File: src/rtl/pipe_sched_pkg.sv
// rtl/pipe_sched_pkg.sv - shared types and constants for the stall scheduler
package pipe_sched_pkg;

  localparam int StallW = 6;
  localparam int CntW   = 6;
  localparam int StageId = 2;

  typedef logic [StallW-1:0] stall_bus_t;

  localparam logic Stop   = 1'b1;
  localparam logic NoStop = 1'b0;

  typedef enum logic [1:0] {
    MdIdle = 2'd0,
    MdBusy = 2'd1,
    MdDone = 2'd2
  } md_state_e;

  localparam stall_bus_t StallMd   = 6'b001111;
  localparam stall_bus_t StallLoad = 6'b000111;
  localparam stall_bus_t StallBru  = 6'b000011;
  localparam stall_bus_t StallNone = 6'b000000;

  // Counter preload is LAT-1 so the BUSY phase lasts exactly LAT cycles.
  function automatic logic [CntW-1:0] md_load_val(input logic is_div,
                                                  input int mul_lat,
                                                  input int div_lat);
    logic [CntW-1:0] mul_v;
    logic [CntW-1:0] div_v;
    mul_v = CntW'(mul_lat - 1);
    div_v = CntW'(div_lat - 1);
    return is_div ? div_v : mul_v;
  endfunction

endpackage

File: src/rtl/md_timer.sv
// rtl/md_timer.sv - loadable 6-bit down-counter with zero flag
module md_timer
  import pipe_sched_pkg::*;
(
  input  logic            clk_i,
  input  logic            rst_i,
  input  logic            load_i,
  input  logic [CntW-1:0] load_val_i,
  input  logic            dec_i,
  output logic            zero_o
);

  logic [CntW-1:0] cnt_q, cnt_d;

  // Decrement saturates at zero; load takes priority.
  always_comb begin
    cnt_d = cnt_q;
    if (load_i) begin
      cnt_d = load_val_i;
    end else if (dec_i && (cnt_q != '0)) begin
      cnt_d = cnt_q - 1'b1;
    end
  end

  always_ff @(posedge clk_i) begin
    if (rst_i) begin
      cnt_q <= '0;
    end else begin
      cnt_q <= cnt_d;
    end
  end

  assign zero_o = (cnt_q == '0);

endmodule

File: src/rtl/pipe_sched.sv
// rtl/pipe_sched.sv - pipeline stall merge and mul/div start/busy/ready sequencer
module pipe_sched
  import pipe_sched_pkg::*;
#(
  parameter int MUL_LAT = 2,
  parameter int DIV_LAT = 32
) (
  input  logic       clk_i,
  input  logic       rst_i,
  input  logic       stallreq_for_load_i,
  input  logic       stallreq_for_bru_i,
  input  logic       md_req_i,
  input  logic       md_is_div_i,
  output stall_bus_t stall_o,
  output logic       md_start_o,
  output logic       md_busy_o,
  output logic       md_ready_o
);

  md_state_e state_q, state_d;
  logic      lu_taken_q, lu_taken_d;
  logic      timer_load, timer_dec, timer_zero;
  logic      md_stall, load_req, idle_req;
  logic [CntW-1:0] timer_val;

  assign timer_val = md_load_val(md_is_div_i, MUL_LAT, DIV_LAT);

  md_timer u_md_timer (
    .clk_i      (clk_i),
    .rst_i      (rst_i),
    .load_i     (timer_load),
    .load_val_i (timer_val),
    .dec_i      (timer_dec),
    .zero_o     (timer_zero)
  );

  always_ff @(posedge clk_i) begin
    if (rst_i) begin
      state_q    <= MdIdle;
      lu_taken_q <= 1'b0;
    end else begin
      state_q    <= state_d;
      lu_taken_q <= lu_taken_d;
    end
  end

  // md_req is deliberately ignored in DONE so one instruction cannot relaunch.
  always_comb begin
    state_d    = state_q;
    timer_load = 1'b0;
    timer_dec  = 1'b0;
    case (state_q)
      MdIdle: begin
        if (md_req_i) begin
          timer_load = 1'b1;
          state_d    = MdBusy;
        end
      end
      MdBusy: begin
        if (timer_zero) begin
          state_d = MdDone;
        end else begin
          timer_dec = 1'b1;
        end
      end
      MdDone:  state_d = MdIdle;
      default: state_d = MdIdle;
    endcase
  end

  assign idle_req   = (state_q == MdIdle) && md_req_i;
  assign md_stall   = !rst_i && (idle_req || (state_q == MdBusy));
  assign md_start_o = !rst_i && idle_req;
  assign md_busy_o  = !rst_i && (state_q == MdBusy);
  assign md_ready_o = !rst_i && (state_q == MdDone);

  assign load_req = !rst_i && stallreq_for_load_i && !lu_taken_q;

  always_comb begin
    stall_o = StallNone;
    if (rst_i) begin
      stall_o = StallNone;
    end else if (md_stall) begin
      stall_o = StallMd;
    end else if (load_req) begin
      stall_o = StallLoad;
    end else if (stallreq_for_bru_i) begin
      stall_o = StallBru;
    end
  end

  // The flag survives as long as ID is held, so a dominated load is never lost.
  always_comb begin
    lu_taken_d = lu_taken_q;
    if (stall_o[StageId] == NoStop) begin
      lu_taken_d = 1'b0;
    end else if (load_req && !md_stall) begin
      lu_taken_d = 1'b1;
    end
  end

endmodule
File: config.mk
export PLATFORM = sky130hd
export DESIGN_NAME = pipe_sched
export DESIGN_NICKNAME = d
export VERILOG_FILES = /design/src/rtl/pipe_sched_pkg.sv /design/src/rtl/md_timer.sv /design/src/rtl/pipe_sched.sv
export SDC_FILE = /design/constraint.sdc
export NUM_CORES = 1
export LEC_CHECK = 0
export ABC_AREA = 1
export CELL_PAD_IN_SITES_DETAIL_PLACEMENT = 0
export CELL_PAD_IN_SITES_GLOBAL_PLACEMENT = 1
export CORE_AREA = 2 2 50 47
export DETAILED_ROUTE_END_ITERATION = 8
export DIE_AREA = 0 0 52 49
export PLACE_DENSITY_LB_ADDON = 0.12
export SETUP_SLACK_MARGIN = 0.1
export SYNTH_ARGS = -nofsm -noshare
export SYNTH_HDL_FRONTEND = slang
export SYNTH_SLANG_ARGS = --single-unit
export TNS_END_PERCENT = 5
File: constraint.sdc
create_clock -name clk_i -period 1.44 [get_ports clk_i]
set_clock_uncertainty 0.05 [all_clocks]
set_input_delay 0.144 -clock clk_i [delete_from_list [all_inputs] [get_ports clk_i]]
set_output_delay 0.144 -clock clk_i [all_outputs]
set_load 0.03 [all_outputs]
Word-level counts from Yosys, hierarchy flattened --
Index checks and enable logic that the tools add are counted.
Cells by class: reduce and logical (&&, ||, !) cells 19, eq/ne operators 4, muxes and demuxes 14, bitwise gates (word level) 1, add/subtract/negate cells 1
Operator list (number):
- two-way mux 6 bit | 2
- logical AND 1 bit | 9
- two-way mux 4 bit | 2
- zero test 6 bit | 1
- two-way mux 2 bit | 3
- nonzero test 6 bit | 1
- subtractor 6 x 1 -> 6 bit, second input constant | 1
- two-way mux 5 bit | 1
- two-way mux 1 bit | 4
- != test 2 bit, second input constant | 2
- one-hot mux 2 bit (2 select lines) | 1
- zero test 1 bit | 3
- two-way mux 3 bit | 1
- == test 2 x 1 -> 1 bit, second input constant | 1
- == test 2 bit, second input constant | 1
- zero test 2 bit | 1
- AND reduction 2 bit | 1
- nonzero test 2 bit | 1
- OR reduction 2 bit | 1
- logical OR 1 bit | 1
- inverter 1 bit | 1
Word-level totals: bits of input ports 6, output and inout bits 9, register bits 9

Depth between registers and ports, before layout --
Gate-level depths: netlist of run 1.
word-level depth 8, depth in mapped cells 8, gate-level depth less buffers 8

By module --
A second synthesis of run 1 with hierarchy kept.
Second synthesis, totals: cell total of the unflattened synthesis 103, area, all modules 646.9 um^2
By module, submodules not included:
- md_timer | times used 1, area an instance 421.7 um^2, cells each 68
- pipe_sched | times used 1, area an instance 225.2 um^2, cells each 35

Worst setup path before layout of run 1 --
No wires, ideal clock.
path kind reg-to-output, start point register state_q[1], end point output port stall_o[1], stages on the path, launching flop included 7, data arrival time 1.406 ns, setup slack -0.160 ns, data required time 1.246 ns, cells stage by stage dfxtp_1 > inv_1 > nand2_1 > nor2_2 > nor2_4 > nand3_1 > buf_4
Between the ends: cells in the longest elaborated chain, start to end 6, elaborated cells between the ends (all ways) 7, those cells by class eq/ne: 1; mux: 2; reduce/logical: 4
RTL lines:
- start: declaration | line pipe_sched.sv:20 | md_state_e state_q, state_d;
- start signal: assignment | line pipe_sched.sv:39 | state_q <= MdIdle;
- start signal: assignment | line pipe_sched.sv:42 | state_q <= state_d;
- zero test 2 bit | line pipe_sched.sv:71 | assign idle_req = (state_q == MdIdle) && md_req_i;
- logical AND 1 bit | line pipe_sched.sv:71
- logical OR 1 bit * | line pipe_sched.sv:72 | assign md_stall = !rst_i && (idle_req || (state_q == MdBusy));
- logical AND 1 bit * | line pipe_sched.sv:72
- two-way mux 4 bit * | line pipe_sched.sv:83 | end else if (md_stall) begin
- two-way mux 4 bit * | line pipe_sched.sv:81 | if (rst_i) begin
- end: declaration | line pipe_sched.sv:14 | output stall_bus_t stall_o,
Every way passes the cells marked *; elsewhere a longest branch is shown, timed or not.

Final worst setup path of run 1 --
start point register state_q[1], end point output port stall_o[2]
The elaborated chain is that of the path after synthesis.

==> results list, run 1 <==
- The run finished with clean final reports.
- The later pin in the worst-skew pair is clocked with a latency of 0.27 ns.
- Startpoint of the lowest-slack register-to-register path: state_q[1]
* Hold Path End: lu_taken_q
- Leakage power figure: 0.0004222 uW
- Netlist Area Pre-Place: 638.1 sq um
* Die area: 2548 sq um
- WL per Instance: 10.52 microns
- Based on the critical path, the design can be clocked at up to 707.2 MHz.
* Gr usage total: 0.1338
- Layout overhead on the synthesized area: 40.78%
- In this run the count of I/O pins placed on the die edge is 15.
* Number of port buffers: 12
- DP HPWL: 1049 microns
* Number of global-route vias before repair: 571
- The worst hold path passes through 2 cells.
- Depth of the worst register-to-register path: 8
* Detailed-routing iteration count for the pre-antenna-repair pass: 4
- Number of rows in the core area: 16
- Portion of the clock cycle consumed by the worst path in the final layout: 0.9820
- The netlist uses 22 different library cells.
* Clock tree from TritonCTS: done
* Clock transition at the registers of the reported paths: 0.07 ns
* Total gr overflow: 0
* Startpoint types: flop
- Critical path arrival: 1.22 ns
- Number of maximum-capacitance violations: 0
- At the worst endpoint, the required time is 1.25 ns.
- Hold violation total from the final report: 0
- The worst setup path is captured at a primary output.
- Fraction of post-synthesis cell area in the top cell type by area: 0.2824
* Seq cells post-synth: 9
- In this run the clock root is driven by a clkbuf_4.
- The clock net in this run drives a total of 9 sinks.
* Minimum clock period after layout: 1.414 ns
- The first global-routing pass estimated 2511 microns of wire.
- EDFF count, synth: 0
- By startpoint and endpoint, the worst setup path is classified as flop to primary output.
- Number of clock buffers inserted by TritonCTS: 3
- Diodes inserted: 0
* Starting utilization of the core area: 0.3095
- Routed signal wires occupy layers up through met3.
- The routed layout has 592 vias.
- H-Tree Depth: 1
- Across the VDD grid, the largest voltage drop is 0.0005352 V.
- Number of buffers inserted by hold repair at cts: 0
- After floorplanning, the core was sized to cover 2062 sq um.
* Yosys warns: 0
* Areal power density over the cells: 1271 nW/um^2
- Count of antenna-violating nets left after detailed routing: 0
- Synthesis produced 90 cells.
- Of all nets on the critical path, the largest fanout is 4.
- Buffers from clock root to sink, at most: 2
* Antenna violations before repair: 0
- Final sum of negative setup slack: 0 ns
- Wires add up to 1452 microns.
- Among all flip-flop cells after synthesis, the most frequent one is dfxtp_1.
- A synthesized cell averages 7.090 sq um.
- The congestion estimate from routability-driven global placement came to 0.7388.
* Most frequent cell after synthesis: nor2_1
- Entering global routing, the biggest net connects 8 pins.
* Kind of path behind the tightest hold check: flop to flop
- Met3 wire len: 75 microns
- For this run, design rule violations remaining after detail routing come to 0.
* Endpoint of the worst register-to-register path: u_md_timer.cnt_q[3]
- Post-synthesis async set-or-reset flop share: 0
- The largest total area in the synthesized netlist belongs to dfxtp_1.
* Start point of the worst hold path: lu_taken_q
- DRT met1 WL: 685 microns
* Final-layout worst hold slack: 0.4167 ns
- Setup repair after global routing could not meet its margin everywhere.
- Endpoints failing setup: 0
- In the detailed route, the total length drawn on met2 is 690 microns.
- Post-layout net count: 120
- Portion of the post-synthesis area used by sequential elements: 0.2824
* Max Transition Viols Final: 0
- DR vias/cell: 4.290
- Fraction of final layout cells sized beyond drive strength 1: 0.3964
* Die outline width: 52 microns
- After synthesis, the cell types taking the most area are dfxtp_1 28%, nor2_1 8.8%, nand2_1 8.2%, nand3_1 7.1%, nor2_2 5.9%.
* List of most frequent post-synthesis cells: 15 x nor2_1, 14 x nand2_1, 9 x dfxtp_1, 9 x inv_1, 9 x nand3_1
* Worst reg2reg setup slack: 0.15 ns
- The first routing iteration left 6 violations.
- The die is 49 microns tall.
[flip-flops by register name, indices dropped and copies added, names as in the netlist]
signal,cells
lu_taken_q,1
state_q,2
u_md_timer.cnt_q,6
[metrics by stage]
stage | power [uW] | instance area (sq um) | setup slack (ns) | instances | utilization
after floorplan | 762.3 | 663.1 | 0.08136 | 91 | -
after global placement | 878.3 | 795.8 | -0.06317 | 130 | 0.3859
after detailed placement | 877.0 | 795.8 | -0.09312 | 130 | 0.3859
after CTS | 1131 | 868.3 | -0.007791 | 137 | 0.4211
after global routing | 1247 | 898.4 | -0.06685 | 138 | 0.4357
final | 1142 | 898.4 | 0.02588 | 138 | 0.4357
[report_power, final]
| group | switching (uW) | internal [uW] | total (uW) |
|---|---|---|---|
| Combinational | 345 | 246 | 591 |
| Clock | 99.4 | 107 | 207 |
| Sequential | 50.1 | 294 | 344 |
[critical path, stage by stage (launching register included)]
cell     delay, ns
dfxtp_4       0.36
nor2_4        0.13
nand2_4       0.07
nor2_4        0.11
nor2_4        0.06
nand2_4       0.07
buf_6         0.14
[timing repair]
action                     in CTS  in global routing
resized for setup              10                  9
setup endpoints to repair       6                 10
setup buffers                   3                  1
pin swaps                       6                  3
[cell usage in the layout (no fill, tap or decap), types with 2 or more instances in the layout]
cell type         n
buf_6             4
nand2_4           5
nor2_1           15
clkdlybuf4s50_1   4
nor2_4            5
nand2_1          13
inv_2             3
nor2_2            4
inv_1             7
inv_4             3
o21ai_0           2
buf_4            10
clkbuf_4          3
nand3_1           8
nand3_4           2
dfxtp_1           7
dfxtp_4           2
conb_1            2
nor3_1            2
[cell type report]
class	instances	area, sq um
repair buffers	19	168.9
clock buffers	4	26.28
multi-input cells	66	425.4
fillers	223	1164
inverters	13	56.30
well taps	27	33.78
flip-flops and latches	9	187.7
[kinds of logic (layout without fill, tap and decap cells)]
family                   count (synthesis)  in the layout  synth area share
AO/OA/AOI/OAI                            5              5           0.06275
XOR/XNOR                                 1              1           0.01373
adder cells (fa/ha/maj)                  2              2           0.03921
buffers and inverters                   16             36            0.1157
flip-flops                               9              9            0.2823
other                                    1              2          0.005877
AND/OR/NAND/NOR                         56             56            0.4804
[metal layers]
metal | track usage | vias to the layer above
met4 | 0.02632 | 0
met3 | 0.06442 | 0
li1 | - | 322
met2 | 0.2046 | 13
met5 | 0 | -
met1 | 0.1701 | 257
[how the worst max path moves through the flow]
| stage | from | to | slack (ns) |
|---|---|---|---|
| floorplan | state_q[0] | stall_o[1] | 0.08 |
| global placement | rst_i | stall_o[1] | -0.06 |
| detailed placement | rst_i | stall_o[1] | -0.09 |
| CTS | state_q[0] | stall_o[1] | -0.008 |
| global route | state_q[1] | stall_o[1] | -0.07 |
| finish | state_q[1] | stall_o[2] | 0.03 |
(Power assumes the default switching activity.)
==> inputs of run 2 (changes only) <==
--- a/config.mk
+++ b/config.mk
@@ -11,6 +11,7 @@
 export CORE_AREA = 2 2 50 47
 export DETAILED_ROUTE_END_ITERATION = 8
 export DIE_AREA = 0 0 52 49
+export GPL_ROUTABILITY_DRIVEN = 0
 export PLACE_DENSITY_LB_ADDON = 0.12
 export SETUP_SLACK_MARGIN = 0.1
 export SYNTH_ARGS = -nofsm -noshare
==> results of run 2 <==
Same layout as run 1: the final DEF is identical, and so are final timing and power.
